## src/rtl/timer_pkg.sv

```systemverilog
// Shared definitions for the LFSR countdown timer: FSM encoding and the
// default 16-bit prescaler constants for a 1 ms base tick.
package timer_pkg;

    typedef enum logic [1:0] {
        IDLE    = 2'd0,
        RUNNING = 2'd1,
        EXPIRED = 2'd2
    } state_t;

    localparam int          DEFAULT_LFSR_WIDTH  = 16;
    localparam logic [15:0] DEFAULT_TAPS        = 16'h002C;
    localparam logic [15:0] DEFAULT_SEED        = 16'hFFFF;
    localparam logic [15:0] DEFAULT_TERMINAL    = 16'h6DB6;
    localparam int          DEFAULT_COUNT_WIDTH = 10;

endpackage

```

## src/rtl/lfsr_prescaler.sv

```systemverilog
// Galois LFSR prescaler: steps while Advance is high and reloads SEED after
// reaching TERMINAL, flagging that wrap combinationally.
module lfsr_prescaler #(
    parameter int               W        = 16,
    parameter logic [W-1:0]     TAPS     = 16'h002C,
    parameter logic [W-1:0]     SEED     = 16'hFFFF,
    parameter logic [W-1:0]     TERMINAL = 16'h6DB6
) (
    input  logic Clock,
    input  logic Reset,
    input  logic Clear,
    input  logic Advance,
    output logic Wrap
);

    logic [W-1:0] lfsr_reg;
    logic [W-1:0] step;

    // Shift-left Galois step; the msb feeds bit 0 and every tapped stage.
    assign step[0] = lfsr_reg[W-1];
    generate
        for (genvar gi = 1; gi < W; gi++) begin : g_stage
            assign step[gi] = lfsr_reg[gi-1] ^ (TAPS[gi] & lfsr_reg[W-1]);
        end
    endgenerate

    assign Wrap = (lfsr_reg == TERMINAL) && Advance;

    always_ff @(posedge Clock) begin
        if (Reset || Clear) begin
            lfsr_reg <= SEED;
        end else if (Advance) begin
            lfsr_reg <= (lfsr_reg == TERMINAL) ? SEED : step;
        end
    end

endmodule

```

## src/rtl/lfsr_countdown_timer.sv

```systemverilog
// Loadable down-counter of LFSR base ticks with start/pause/abort,
// auto-reload and a registered remaining-count readout.
module lfsr_countdown_timer
    import timer_pkg::*;
#(
    parameter int                      LFSR_WIDTH  = DEFAULT_LFSR_WIDTH,
    parameter logic [LFSR_WIDTH-1:0]   TAPS        = LFSR_WIDTH'(DEFAULT_TAPS),
    parameter logic [LFSR_WIDTH-1:0]   SEED        = LFSR_WIDTH'(DEFAULT_SEED),
    parameter logic [LFSR_WIDTH-1:0]   TERMINAL    = LFSR_WIDTH'(DEFAULT_TERMINAL),
    parameter int                      COUNT_WIDTH = DEFAULT_COUNT_WIDTH
) (
    input  logic                   Clock,
    input  logic                   Reset,
    input  logic                   Start,
    input  logic [COUNT_WIDTH-1:0] LoadValue,
    input  logic                   AutoReload,
    input  logic                   Pause,
    input  logic                   Abort,
    output logic                   Tick,
    output logic [COUNT_WIDTH-1:0] Remaining,
    output logic                   Busy,
    output logic                   Expired,
    output logic                   Done
);

    state_t                 state_reg, state_next;
    logic [COUNT_WIDTH-1:0] remaining_reg;
    logic [COUNT_WIDTH-1:0] reload_reg;
    logic                   mode_reg;
    logic                   tick_reg;
    logic                   expired_reg;
    logic                   advance;
    logic                   clear;
    logic                   wrap;
    logic                   last_tick;

    // Start/Abort outrank Pause, so the prescaler only runs on a quiet cycle.
    assign advance   = (state_reg == RUNNING) && !Pause && !Start && !Abort;
    assign clear     = Start || Abort;
    assign last_tick = wrap && (remaining_reg == COUNT_WIDTH'(1));

    lfsr_prescaler #(
        .W        (LFSR_WIDTH),
        .TAPS     (TAPS),
        .SEED     (SEED),
        .TERMINAL (TERMINAL)
    ) u_prescaler (
        .Clock   (Clock),
        .Reset   (Reset),
        .Clear   (clear),
        .Advance (advance),
        .Wrap    (wrap)
    );

    always_ff @(posedge Clock) begin
        if (Reset) begin
            state_reg <= IDLE;
        end else begin
            state_reg <= state_next;
        end
    end

    always_comb begin
        state_next = state_reg;
        if (Start) begin
            state_next = (LoadValue != '0) ? RUNNING : EXPIRED;
        end else if (Abort) begin
            state_next = IDLE;
        end else if (last_tick && !mode_reg) begin
            state_next = EXPIRED;
        end
    end

    always_comb begin
        Busy = (state_reg == RUNNING);
        Done = (state_reg == EXPIRED);
    end

    always_ff @(posedge Clock) begin
        if (Reset) begin
            remaining_reg <= '0;
            reload_reg    <= '0;
            mode_reg      <= 1'b0;
            tick_reg      <= 1'b0;
            expired_reg   <= 1'b0;
        end else begin
            tick_reg    <= 1'b0;
            expired_reg <= 1'b0;
            if (Start) begin
                remaining_reg <= LoadValue;
                reload_reg    <= LoadValue;
                mode_reg      <= AutoReload;
                expired_reg   <= (LoadValue == '0);
            end else if (Abort) begin
                remaining_reg <= '0;
            end else if (wrap) begin
                tick_reg <= 1'b1;
                if (last_tick) begin
                    expired_reg   <= 1'b1;
                    remaining_reg <= mode_reg ? reload_reg : '0;
                end else if (remaining_reg != '0) begin
                    remaining_reg <= remaining_reg - COUNT_WIDTH'(1);
                end
            end
        end
    end

    assign Tick      = tick_reg;
    assign Expired   = expired_reg;
    assign Remaining = remaining_reg;

endmodule

```

## config.mk

```make
export PLATFORM = sky130hd
export DESIGN_NAME = lfsr_countdown_timer
export DESIGN_NICKNAME = d
export VERILOG_FILES = /design/src/rtl/timer_pkg.sv /design/src/rtl/lfsr_prescaler.sv /design/src/rtl/lfsr_countdown_timer.sv
export SDC_FILE = /design/constraint.sdc
export NUM_CORES = 1
export LEC_CHECK = 0
export BUFFER_PORTS_ARGS = -buffer_cell sky130_fd_sc_hd__buf_2
export CAP_MARGIN = 5
export CORE_AREA = 2 2 62 64
export CTS_BUF_LIST = sky130_fd_sc_hd__clkbuf_4 sky130_fd_sc_hd__clkbuf_8
export CTS_CLUSTER_SIZE = 24
export DETAILED_ROUTE_END_ITERATION = 7
export DIE_AREA = 0 0 64 66
export PLACE_DENSITY = 0.79
export SLEW_MARGIN = 20
export SYNTH_ARGS = -nofsm -noshare
export SYNTH_HDL_FRONTEND = slang
export SYNTH_SLANG_ARGS = --single-unit
```

## constraint.sdc

```tcl
create_clock -name Clock -period 2.4 [get_ports Clock]
set_input_delay 0.12 -clock Clock [delete_from_list [all_inputs] [get_ports Clock]]
set_output_delay 0.12 -clock Clock [all_outputs]
set_load 0.1 [all_outputs]
```

# After elaboration in Yosys (flattened, before gate mapping)
# Index checks and enable logic that the tools add are counted.
[word_totals]
inputBits = 16
ff_bits = 41
wordCells = 51
output_inout_bits = 14
[op_classes]
n_eq_ne = 4
bitwise_logic = 3
reduce_logical = 20
muxes = 16
add_sub_neg = 1
[op_table]
columns = ["cell", "count"]
rows = [
  ["2-to-1 mux 10 bit", 6],
  ["nonzero test 10 bit", 2],
  ["== test 16 x 15 -> 1 bit, second input constant", 1],
  ["2-to-1 mux 16 bit", 1],
  ["== test 10 x 1 -> 1 bit, second input constant", 1],
  ["logical NOT 10 bit", 1],
  ["subtractor 10 x 1 -> 10 bit, second input constant", 1],
  ["2-to-1 mux 2 bit", 4],
  ["logical AND 1 bit", 6],
  ["nonzero test 3 bit", 2],
  ["2-to-1 mux 1 bit", 5],
  ["logical NOT 1 bit", 4],
  ["nonzero test 4 bit", 1],
  ["OR reduction 3 bit", 1],
  ["XOR 1 bit", 3],
  ["== test 2 x 1 -> 1 bit, second input constant", 1],
  ["== test 2 bit, second input constant", 1],
  ["logical OR 1 bit", 2],
  ["AND reduction 2 bit", 1],
]

# Logic depth before layout (Yosys ltp)
# Gate-level depths: netlist (run 1).
[depth]
word_depth = 10
ltp_mapped = 8
depth_no_buf = 7

# Modules after synthesis
# From an unflattened synthesis (run 1), not the netlist that was laid out.
[unflattened]
hier_cells = 247
hier_area_um2 = 2183.3
[modules_own_cells]
columns = ["mod", "seq_area_each_um2", "cells_each", "area_per_inst_um2", "n_inst"]
rows = [
  ["lfsr_countdown_timer", 500.5, 176, 1482.7, 1],
  ["lfsr_prescaler", 320.3, 71, 700.7, 1],
]

# Worst setup path before layout (run 1)
# No wires, ideal clock.
[synth_timing]
path_type = "register to register"
startpoint = "reg remaining_reg[1], in the netlist Remaining[1]"
endpoint = "reg remaining_reg[5], in the netlist Remaining[5]"
required_ns = 2.312
path_stages_with_launch = 8
slack_ns = -0.148
period_less_slack_ns = 2.548
path_buffers = 0
arrival_ns = 2.459
cell_sequence = "dfxtp_1 > inv_1 > ha_1 > nor4b_1 > nand3_1 > a31oi_1 > a21oi_1 > a311oi_2"
[synth_between]
elab_chain_cells = 6
elab_cells_between_ends = 11
classes_between = "1 x add/sub; 1 x eq/ne; 5 x mux; 4 x reduce/logical"
[synth_lines]
columns = ["item", "line", "rtl"]
rows = [
  ["start, declared", "lfsr_countdown_timer.sv:27", "logic [COUNT_WIDTH-1:0] remaining_reg;"],
  ["start signal, assigned", "lfsr_countdown_timer.sv:90", "remaining_reg <= LoadValue;"],
  ["start signal, assigned", "lfsr_countdown_timer.sv:100", "remaining_reg <= mode_reg ? reload_reg : '0;"],
  ["start signal, assigned", "lfsr_countdown_timer.sv:102", "remaining_reg <= remaining_reg - COUNT_WIDTH'(1);"],
  ["subtractor 10 x 1 -> 10 bit / == test 10 x 1 -> 1 bit (equally long branches)", "lfsr_countdown_timer.sv:102, lfsr_countdown_timer.sv:40", ""],
  ["2-to-1 mux 10 bit / logical AND 1 bit (equally long branches)", "lfsr_countdown_timer.sv:101, lfsr_countdown_timer.sv:40", ""],
  ["2-to-1 mux 10 bit", "lfsr_countdown_timer.sv:98", "if (last_tick) begin"],
  ["2-to-1 mux 10 bit", "lfsr_countdown_timer.sv:96", "end else if (wrap) begin"],
  ["2-to-1 mux 10 bit", "lfsr_countdown_timer.sv:94", "end else if (Abort) begin"],
  ["2-to-1 mux 10 bit", "lfsr_countdown_timer.sv:89", "if (Start) begin"],
]
# Parallel ways exist; a longest one is shown, timed or not. The select of a mux whose other input is x is not followed.
# A chain may end at the register's enable or synchronous reset.

# Final worst setup path (run 1)
[layout_timing]
startpoint = "reg remaining_reg[1], in the netlist Remaining[1]"
endpoint = "reg remaining_reg[0], in the netlist Remaining[0]"
[layout_between]
elab_chain_cells = 6
elab_cells_between_ends = 9
classes_between = "1 x eq/ne; 4 x mux; 4 x reduce/logical"
[layout_lines]
columns = ["item", "line", "rtl"]
rows = [
  ["== test 10 x 1 -> 1 bit", "lfsr_countdown_timer.sv:40", "assign last_tick = wrap && (remaining_reg == COUNT_WIDTH'(1));"],
  ["logical AND 1 bit", "lfsr_countdown_timer.sv:40", ""],
  ["2-to-1 mux 10 bit", "lfsr_countdown_timer.sv:98", ""],
  ["2-to-1 mux 10 bit", "lfsr_countdown_timer.sv:96", ""],
  ["2-to-1 mux 10 bit", "lfsr_countdown_timer.sv:94", ""],
  ["2-to-1 mux 10 bit", "lfsr_countdown_timer.sv:89", ""],
]
# Parallel ways exist; a longest one is shown, timed or not. The select of a mux whose other input is x is not followed.

==> flow_metrics.py, run 1 <==
metrics = {
    "clocking": {
        "cts_inserted_buffers": 5,
        "post_cts.repair.setup_buffers": 0,
        "ctsHtreeMaxLevel": 2,
        "cts_resized": 0,
        "clk-insertion-delay-late_ps": 360,
        "cts_hold_buffers": 0,
        "tritoncts": "yes",
        "clockRootBuffer": "sky130_fd_sc_hd__clkbuf_4",
        "clock_edge_transition_at_the_registers_on_the_reported_setup_and_hold_paths_ps": 130,
        "cts_max_path_buffers": 2,
        "clock_sinks": 41,
    },
    "setup_path": {
        "critical_path_arrival_ps": 2400,
        "reg2regPathDepth": 7,
        "r2r-start": "Remaining[1]",
        "setup.worst_path.start_class": "register",
        "worstSetupPathType": "register to register",
        "reg_to_reg_critical_path_endpoint": "Remaining[0]",
        "cpPeakStageDelay_ps": 560,
        "max_fo_critical_path": 7,
        "cp-end-kind": "register",
        "crit_path_cell_trace": "inv_1 -> ha_1 -> nor4b_1 -> nand3_1 -> a31oi_1 -> a21oi_1 -> a311oi_2",
        "cp_slowest_cell": "sky130_fd_sc_hd__a31oi_1",
        "setup.reg_to_reg.worst_slack_ps": 280,
        "critPathRequiredTime_ps": 2670,
    },
    "placed_design": {
        "placement.io_buffers": 29,
        "gpl.final_weighted_congestion": 0.865,
        "detailed_placement_hpwl_mm": 3.16,
        "pre_cts_ws_ps": 344,
    },
    "die": {
        "y_dimension_of_the_die_um": 66,
        "num_rows": 22,
        "die_width_um": 64,
        "initial_core_util": 0.565,
        "core_area_mm2": 0.00355,
        "ios": 30,
        "fp.dieArea_mm2": 0.00422,
    },
    "grt": {
        "groute.usage.overall": 0.227,
        "global_route.overflow_total": 0,
        "grt_antenna_before_repair": 0,
        "grt_max_degree": 27,
        "vias_in_the_first_global_route": 1552,
        "grt_first_pass_wirelength_mm": 7.42,
    },
    "final_layout": {
        "share_of_cells_above_drive_strength_1": 0.202,
        "antennaDiodeCount": 0,
        "flow.area_growth_from_synthesis_pct": 11.8,
        "fill_cells": 328,
        "finish.utilization": 0.632,
        "final_net_count": 281,
        "largest_register_ffs": 16,
    },
    "detailed_routing": {
        "totalWireLength_mm": 4.46,
        "detail-route-antenna-nets": 0,
        "drt-vias-per-instance": 5.81,
        "num_vias": 1807,
        "detailedRoute.firstIterationViolations": 110,
        "drcViolationCount": 0,
        "drt-pass1-iter-count": 4,
        "routed_wire_length_per_instance_um": 14.3,
    },
    "timing": {
        "hold-worst-slack_ps": 1.62,
        "timing.final.ws_setup_ps": 275,
        "period_needed_ps": 2120,
        "max_freq_mhz": 471,
        "fin_tns_setup_ps": 0,
        "skew_ps": 17.8,
        "slew-limit-headroom": 0.569,
        "min_period_over_period": 0.885,
        "max_slew.worst_pin.slew_ps": 643,
        "total_of_endpoints_with_negative_setup_slack_in_the_final_report": 0,
        "setup_repair_after_global_routing_missed_its_margin": "no",
        "slew_violations": 0,
        "final_hold_viols": 0,
    },
    "yosys": {
        "post_synthesis_sequential_element_count": 41,
        "synth.top_cells.by_count": "sky130_fd_sc_hd__dfxtp_1 (41), sky130_fd_sc_hd__nand2_1 (35), sky130_fd_sc_hd__nor2_1 (26), sky130_fd_sc_hd__nand3_1 (20), sky130_fd_sc_hd__a21oi_1 (14)",
        "synth-warning-count": 0,
        "synth_ff_type": "sky130_fd_sc_hd__dfxtp_1",
        "synthesis.area_mm2": 0.00201,
        "async_set_or_reset_flop_fraction_in_the_synthesized_netlist": 0,
        "post-synth-top-count-cell": "sky130_fd_sc_hd__dfxtp_1",
        "synth_top_cells_by_area": "sky130_fd_sc_hd__dfxtp_1 (41%), sky130_fd_sc_hd__nand2_1 (6.5%), sky130_fd_sc_hd__a311oi_2 (5.2%), sky130_fd_sc_hd__nand3_1 (5.0%), sky130_fd_sc_hd__nor2_1 (4.9%)",
        "synth-seq-area-share": 0.409,
        "synth-edff-count": 0,
        "synth_nets": 257,
        "syn_area_per_cell_um2": 8.40,
        "netlist-cell-type-count": 42,
        "postSynthCellCount": 239,
        "synth_top_cell_area_share": 0.409,
        "yosys.area.top_type": "sky130_fd_sc_hd__dfxtp_1",
    },
    "min_path": {
        "worstHoldStart": "AutoReload",
        "hold_path_depth": 3,
        "holdCritPathClass": "input pin to register",
        "whs_endpoint": "mode_reg",
    },
    "power_and_ir_drop": {
        "irDropWorstVdd_uv": 523,
        "total_leakage_power_uw": 0.000987,
        "finalPower_uw": 1410,
        "power_per_cell_area_mw_per_mm2": 627,
    },
    "job": {
        "cap_viol_max_count": 0,
    },
    "run_status": {
        "run_status": "finished, final reports clean",
    },
}
## layout by cell type (no fill, tap or decap), drive strengths merged, types with 2 or more instances in the layout
master,netlist,final
dfxtp,41,41
buf,5,34
a21oi,14,14
o31ai,2,2
inv,3,3
nand2b,6,6
nor3,3,3
or3,3,3
xor2,5,5
and4b,2,2
o22ai,3,3
o211ai,3,3
clkbuf,12,6
nor4bb,2,2
nand3,20,20
ha,2,2
mux2i,7,7
nor2,26,26
a311oi,9,9
or4,3,3
nand4,9,9
nand2,35,35
nor4,6,6
xnor2,4,4
## how the worst max path moves through the flow
stage	startpoint	end	slack, ps	cells past startpoint
6_report	Remaining[1]	Remaining[0]	280	7
5_1_grt	Remaining[6]	Remaining[6]	150	5
4_1_cts	Remaining[1]	Remaining[0]	300	7
3_5_place_dp	Remaining[0]	Remaining[0]	340	7
3_3_place_gp	Remaining[6]	Remaining[1]	370	5
2_1_floorplan	Remaining[4]	Remaining[0]	90	7
## stage by stage
| step | cell area (um2) | std cells |
|---|---|---|
| 2_1_floorplan | 2010 | 239 |
| 3_3_place_gp | 2180 | 304 |
| 3_5_place_dp | 2180 | 304 |
| 5_1_grt | 2240 | 311 |
| 4_1_cts | 2240 | 311 |
| 6_report | 2240 | 311 |
## cells by family (layout without fill, tap and decap cells)
logic type,count (synthesis),in the layout,synth area share
compound gates,39,39,0.157
xor+xnor,9,9,0.0393
fa+ha+maj,2,2,0.0125
buf+inv,20,44,0.0393
flops,41,41,0.409
mux,7,7,0.0349
simple gates,121,121,0.308
## power by group
part | internal, uW | switching, uW | total [uW]
logic | 85.9 | 214 | 300
clock network | 137 | 230 | 367
registers | 707 | 31.4 | 739
## area by class of cell
| class | instances | area (um2) | share of cell area |
|---|---|---|---|
| Inverter | 3 | 11.3 | 0.00502 |
| Tap cell | 48 | 60.1 | 0.0268 |
| Multi-Input combinational cell | 178 | 1110 | 0.494 |
| Clock inverter | 1 | 7.51 | 0.00335 |
| Timing Repair Buffer | 34 | 183 | 0.0814 |
| Clock buffer | 6 | 51.3 | 0.0229 |
| Sequential cell | 41 | 823 | 0.367 |
## worst max-delay path, delay by kind of cell (launching register included)
family          cells  cell delay (ps)
compound gates      3              970
simple gates        2              430
flops               1              390
fa+ha+maj           1              190
buf+inv             1               70
## metal layers
layer	wire, um	part of all wire	up-vias	global-route usage
met5	0	0	-	0
met4	56	0.013	0	0.0707
met3	327	0.073	6	0.0698
met2	1910	0.43	68	0.319
met1	2170	0.49	820	0.330
li1	-	-	913	-
Power figures use the tool's default switching activity.
==> inputs of run 2 (changes only) <==
PLACE_DENSITY = unset   (was 0.79)
PLACE_DENSITY_LB_ADDON = 0.25   (was unset)
RECOVER_POWER = 50   (was unset)
==> flow_metrics.py, run 2 (same netlist as run 1, synthesis figures left out) <==
metrics = {
    "clocking": {
        "clockRootBuffer": "sky130_fd_sc_hd__clkbuf_4",
        "clock_edge_transition_at_the_registers_on_the_reported_setup_and_hold_paths_ps": 120,
        "tritoncts": "yes",
        "clk-insertion-delay-late_ps": 350,
        "cts_inserted_buffers": 5,
        "cts_max_path_buffers": 2,
        "ctsHtreeMaxLevel": 2,
        "clock_sinks": 41,
        "cts_resized": 0,
    },
    "timing": {
        "final_hold_viols": 0,
        "period_needed_ps": 2130,
        "total_of_endpoints_with_negative_setup_slack_in_the_final_report": 0,
        "fin_tns_setup_ps": 0,
        "max_slew.worst_pin.slew_ps": 1170,
        "setup_repair_after_global_routing_missed_its_margin": "no",
        "hold-worst-slack_ps": 56.3,
        "skew_ps": 9.45,
        "max_freq_mhz": 469,
        "min_period_over_period": 0.888,
        "slew_violations": 0,
        "slew-limit-headroom": 0.225,
    },
    "setup_path": {
        "critical_path.n_buffers_inverters": 0,
        "crit_path_cell_trace": "nor4bb_1 -> nand4_1 -> nor3_4 -> nand4_1 -> a311oi_2",
        "crit_start": "u_prescaler.lfsr_reg[15]",
        "critical-path-top-delay-family": "simple AND/OR/NAND/NOR gates",
        "critical_path_arrival_ps": 2390,
        "worstSetupPathType": "register to register",
        "cp-end-kind": "register",
        "critPathRequiredTime_ps": 2660,
        "setup.worst_path.start_class": "register",
        "cp_slowest_cell": "sky130_fd_sc_hd__nor3_4",
        "r2r-start": "u_prescaler.lfsr_reg[15]",
        "cpPeakStageDelay_ps": 460,
        "max_fo_critical_path": 10,
        "cell_seen_most_often_among_critical_path_stages": "sky130_fd_sc_hd__nand4_1",
    },
    "detailed_routing": {
        "num_vias": 1816,
        "detail-route-antenna-nets": 0,
        "drt-vias-per-instance": 5.78,
        "routed_wire_length_per_instance_um": 14.1,
        "totalWireLength_mm": 4.43,
        "detailedRoute.firstIterationViolations": 172,
        "drt-pass1-iter-count": 4,
        "drcViolationCount": 0,
    },
    "final_layout": {
        "antennaDiodeCount": 0,
        "largest_register_ffs": 16,
        "flow.area_growth_from_synthesis_pct": 11.9,
        "share_of_cells_above_drive_strength_1": 0.147,
        "fill_cells": 334,
        "final_net_count": 283,
        "layout.cells.most_common_list": "sky130_fd_sc_hd__dfxtp_1 (39), sky130_fd_sc_hd__nand2_1 (35), sky130_fd_sc_hd__nor2_1 (26)",
        "layout_commonest_cell": "sky130_fd_sc_hd__dfxtp_1",
    },
    "grt": {
        "grt.met3_usage": 0.0494,
        "vias_in_the_first_global_route": 1612,
        "m2_gr_usage": 0.335,
        "grt_antenna_before_repair": 0,
        "groute.layer.met1.usage": 0.348,
        "global_route.overflow_total": 0,
        "grt_max_degree": 27,
        "grt_first_pass_wirelength_mm": 7.64,
        "groute.usage.overall": 0.232,
        "grt_busiest_layer": "met1",
    },
    "placed_design": {
        "gpl.final_weighted_congestion": 0.839,
        "detailed_placement_hpwl_mm": 3.21,
        "placement.io_buffers": 29,
    },
    "die": {
        "ios": 30,
        "core_area_mm2": 0.00355,
        "num_rows": 22,
        "fp.dieArea_mm2": 0.00422,
        "y_dimension_of_the_die_um": 66,
        "initial_core_util": 0.565,
        "die_width_um": 64,
    },
    "job": {
        "cap_viol_max_count": 0,
    },
    "power_and_ir_drop": {
        "power_per_cell_area_mw_per_mm2": 636,
        "total_leakage_power_uw": 0.000948,
        "irDropWorstVdd_uv": 489,
    },
    "min_path": {
        "holdCritPathClass": "input pin to register",
        "worstHoldStart": "LoadValue[5]",
    },
    "run_status": {
        "run_status": "finished, final reports clean",
    },
}
[run 2: changes by cell type in the layout (fill, tap and decap cells not counted), sizes merged]
cell         before  now
buf              34   20
clkbuf            6   22
clkinv            0    1
clkinvlp          1    0
dlygate4sd3       0    1
[run 2: layer usage]
metal	routed length, um	vias up
met4	37	0
met3	305	5
met5	0	-
met2	1840	63
met1	2250	828
li1	-	920
[run 2: power by group]
group / internal [uW] / switching [uW]
combinational: 82.5 / 215
sequential: 707 / 31.6
clock: 170 / 221
[run 2: worst paths after layout]
check | to | slack [ps] | depth (start not counted)
max | Remaining[0] | 270 | 5
min reg2reg | reload_reg[9] | 490 | 2
min | reload_reg[5] | 60 | 3
max reg2reg | Remaining[0] | 270 | 5
[run 2: area by class of cell]
type	instances	area (um2)	share of cell area
multi-input combinational	178	1100	0.491
sequential	41	823	0.367
timing repair buffer	36	179	0.0797
clock buffer	7	65.1	0.0290
tap	48	60.1	0.0267
inverter	3	11.3	0.00501
clock inverter	1	5.00	0.00223
[run 2: stage by stage]
stage	utilization	cells	worst slack [ps]	instance area (um2)	total power (uW)
4_1_cts	0.640	314	282	2270	1440
2_1_floorplan	-	239	92.0	2010	985
6_report	0.632	314	268	2250	1430
3_3_place_gp	0.617	305	334	2190	1050
5_1_grt	0.632	314	62.0	2250	1490
3_5_place_dp	0.617	305	299	2190	1050
[run 2: what timing repair did]
action / 4_1_cts / 5_1_grt
endpoints found under the hold margin: 1 / 0
hold buffers: 1 / 0
buffers inserted: 0 / 0
[run 2: worst min-delay path: stages]
cell and delay (ps):
sky130_fd_sc_hd__buf_2 100, sky130_fd_sc_hd__mux2i_1 70, sky130_fd_sc_hd__nor2_1 80
==> inputs of run 3 (changes only) <==
CELL_PAD_IN_SITES_DETAIL_PLACEMENT = 2   (was unset)
CELL_PAD_IN_SITES_GLOBAL_PLACEMENT = 2   (was unset)
CORE_AREA = 2 2 79 81   (was 2 2 62 64)
DIE_AREA = 0 0 81 83   (was 0 0 64 66)
==> flow_metrics.py, run 3 (same netlist as run 1, synthesis figures left out) <==
metrics = {
    "final_layout": {
        "antennaDiodeCount": 0,
        "layout.cells.most_common_list": "sky130_fd_sc_hd__dfxtp_1 (39), sky130_fd_sc_hd__nand2_1 (35), sky130_fd_sc_hd__nor2_1 (26)",
        "flow.area_growth_from_synthesis_pct": 17.2,
        "share_of_cells_above_drive_strength_1": 0.157,
        "layout_commonest_cell": "sky130_fd_sc_hd__dfxtp_1",
        "largest_register_ffs": 16,
        "final_net_count": 284,
    },
    "run_status": {
        "run_status": "finished, final reports clean",
    },
    "detailed_routing": {
        "totalWireLength_mm": 6.13,
        "drt-vias-per-instance": 5.52,
        "detailedRoute.firstIterationViolations": 50,
        "routed_wire_length_per_instance_um": 17.9,
        "drcViolationCount": 0,
        "num_vias": 1888,
        "detail-route-antenna-nets": 0,
        "drt-pass1-iter-count": 4,
    },
    "timing": {
        "timing.final.ws_setup_ps": 202,
        "min_period_over_period": 0.916,
        "skew_ps": 6.25,
        "total_of_endpoints_with_negative_setup_slack_in_the_final_report": 0,
        "max_slew.worst_pin.slew_ps": 1200,
        "max_freq_mhz": 455,
        "fin_tns_setup_ps": 0,
        "slew-limit-headroom": 0.201,
        "final_hold_viols": 0,
        "period_needed_ps": 2200,
        "slew_violations": 0,
        "setup_repair_after_global_routing_missed_its_margin": "no",
    },
    "setup_path": {
        "worstSetupPathType": "register to register",
        "cp-end-kind": "register",
        "max_fo_critical_path": 6,
        "critical_path_arrival_ps": 2360,
        "cpPeakStageDelay_ps": 510,
        "crit_path_cell_trace": "nor4bb_1 -> nand4_1 -> nor4_1 -> buf_4 -> a2bb2oi_1 -> nor2_1",
        "cp_slowest_cell": "sky130_fd_sc_hd__nor4_1",
        "critPathRequiredTime_ps": 2560,
        "setup.worst_path.start_class": "register",
    },
    "grt": {
        "grt_first_pass_wirelength_mm": 10.3,
        "global_route.overflow_total": 0,
        "vias_in_the_first_global_route": 1886,
        "grt_max_degree": 27,
        "groute.usage.overall": 0.194,
        "grt_antenna_before_repair": 0,
    },
    "power_and_ir_drop": {
        "total_leakage_power_uw": 0.000979,
        "power_switching_share": 0.305,
        "internal-power_uw": 1140,
        "pwr-share-seq": 0.452,
        "power_per_cell_area_mw_per_mm2": 697,
        "irDropWorstVdd_uv": 311,
        "clock_power_share": 0.360,
        "total_switching_power_uw": 500,
        "combPwrFrac": 0.188,
    },
    "clocking": {
        "cts_max_path_buffers": 2,
        "clockRootBuffer": "sky130_fd_sc_hd__clkbuf_8",
        "cts_hold_buffers": 0,
        "clk-insertion-delay-late_ps": 290,
        "ctsHtreeMaxLevel": 2,
        "tritoncts": "yes",
        "cts_inserted_buffers": 5,
        "clock_sinks": 41,
        "clock_edge_transition_at_the_registers_on_the_reported_setup_and_hold_paths_ps": 80,
    },
    "die": {
        "ios": 30,
        "fp.dieArea_mm2": 0.00672,
        "die_width_um": 81,
        "initial_core_util": 0.345,
        "num_rows": 28,
        "y_dimension_of_the_die_um": 83,
        "core_area_mm2": 0.00582,
    },
    "placed_design": {
        "detailed_placement_hpwl_mm": 4.45,
        "placement.io_buffers": 29,
        "pre_cts_ws_ps": 187,
        "gpl.final_weighted_congestion": 0.772,
    },
    "min_path": {
        "holdCritPathClass": "input pin to register",
    },
    "job": {
        "cap_viol_max_count": 0,
    },
}
==> run 3: final cells by class <==
type                            count  area (um2)
Clock buffer                        7        90.1
Clock inverter                      1        30.0
Fill cell                         682        3460
Inverter                            3        11.3
Multi-Input combinational cell    178        1110
Sequential cell                    41         823
Tap cell                           75        93.8
Timing Repair Buffer               37         196
==> run 3: repair_timing <==
item / in CTS / in global routing
setup endpoints to repair: 0 / 2
resized for setup: 0 / 0
setup buffers: 0 / 1
==> run 3: per-stage QoR <==
stage / utilization / cells / cell area (um2) / total power [uW] / hold WS (ps)
final: 0.404 / 342 / 2350 / 1640 / 67.0
after global routing: 0.404 / 342 / 2350 / 1710 / 94.9
after CTS: 0.405 / 341 / 2350 / 1660 / 64.5
after detailed placement: 0.384 / 333 / 2230 / 1070 / 375
after global placement: 0.384 / 333 / 2230 / 1060 / 364
after floorplan: - / 239 / 2010 / 985 / 267
==> run 3: per-layer routing <==
layer	GRT usage	share of wire	up-vias
met5	0	0	-
met4	0.0462	0.0095	0
met3	0.0293	0.030	5
met2	0.272	0.44	31
met1	0.308	0.52	933
li1	-	-	919
==> run 3: worst max-delay path, delay by kind of cell (launching register included) <==
family / cells / cell delay [ps]
AOI/OAI and AO/OA: 1 / 150
DFF: 1 / 410
buffers and inverters: 1 / 200
and+or+nand+nor: 4 / 1320
==> run 3: final timing paths <==
path,startpoint,end,slack (ps),depth (start not counted)
max,u_prescaler.lfsr_reg[15],state_reg[0],200,6
max reg2reg,u_prescaler.lfsr_reg[15],state_reg[0],200,6
min reg2reg,reload_reg[4],reload_reg[4],480,2
min,AutoReload,mode_reg,70,3
==> run 3: power by group through the flow <==
stage / sequential [uW] / clock (uW) / combinational (uW)
global placement: 754 / 0 / 309
detailed placement: 756 / 0 / 313
floorplan: 838 / 0 / 147
CTS: 740 / 608 / 315
finish: 741 / 590 / 309
global route: 746 / 634 / 333
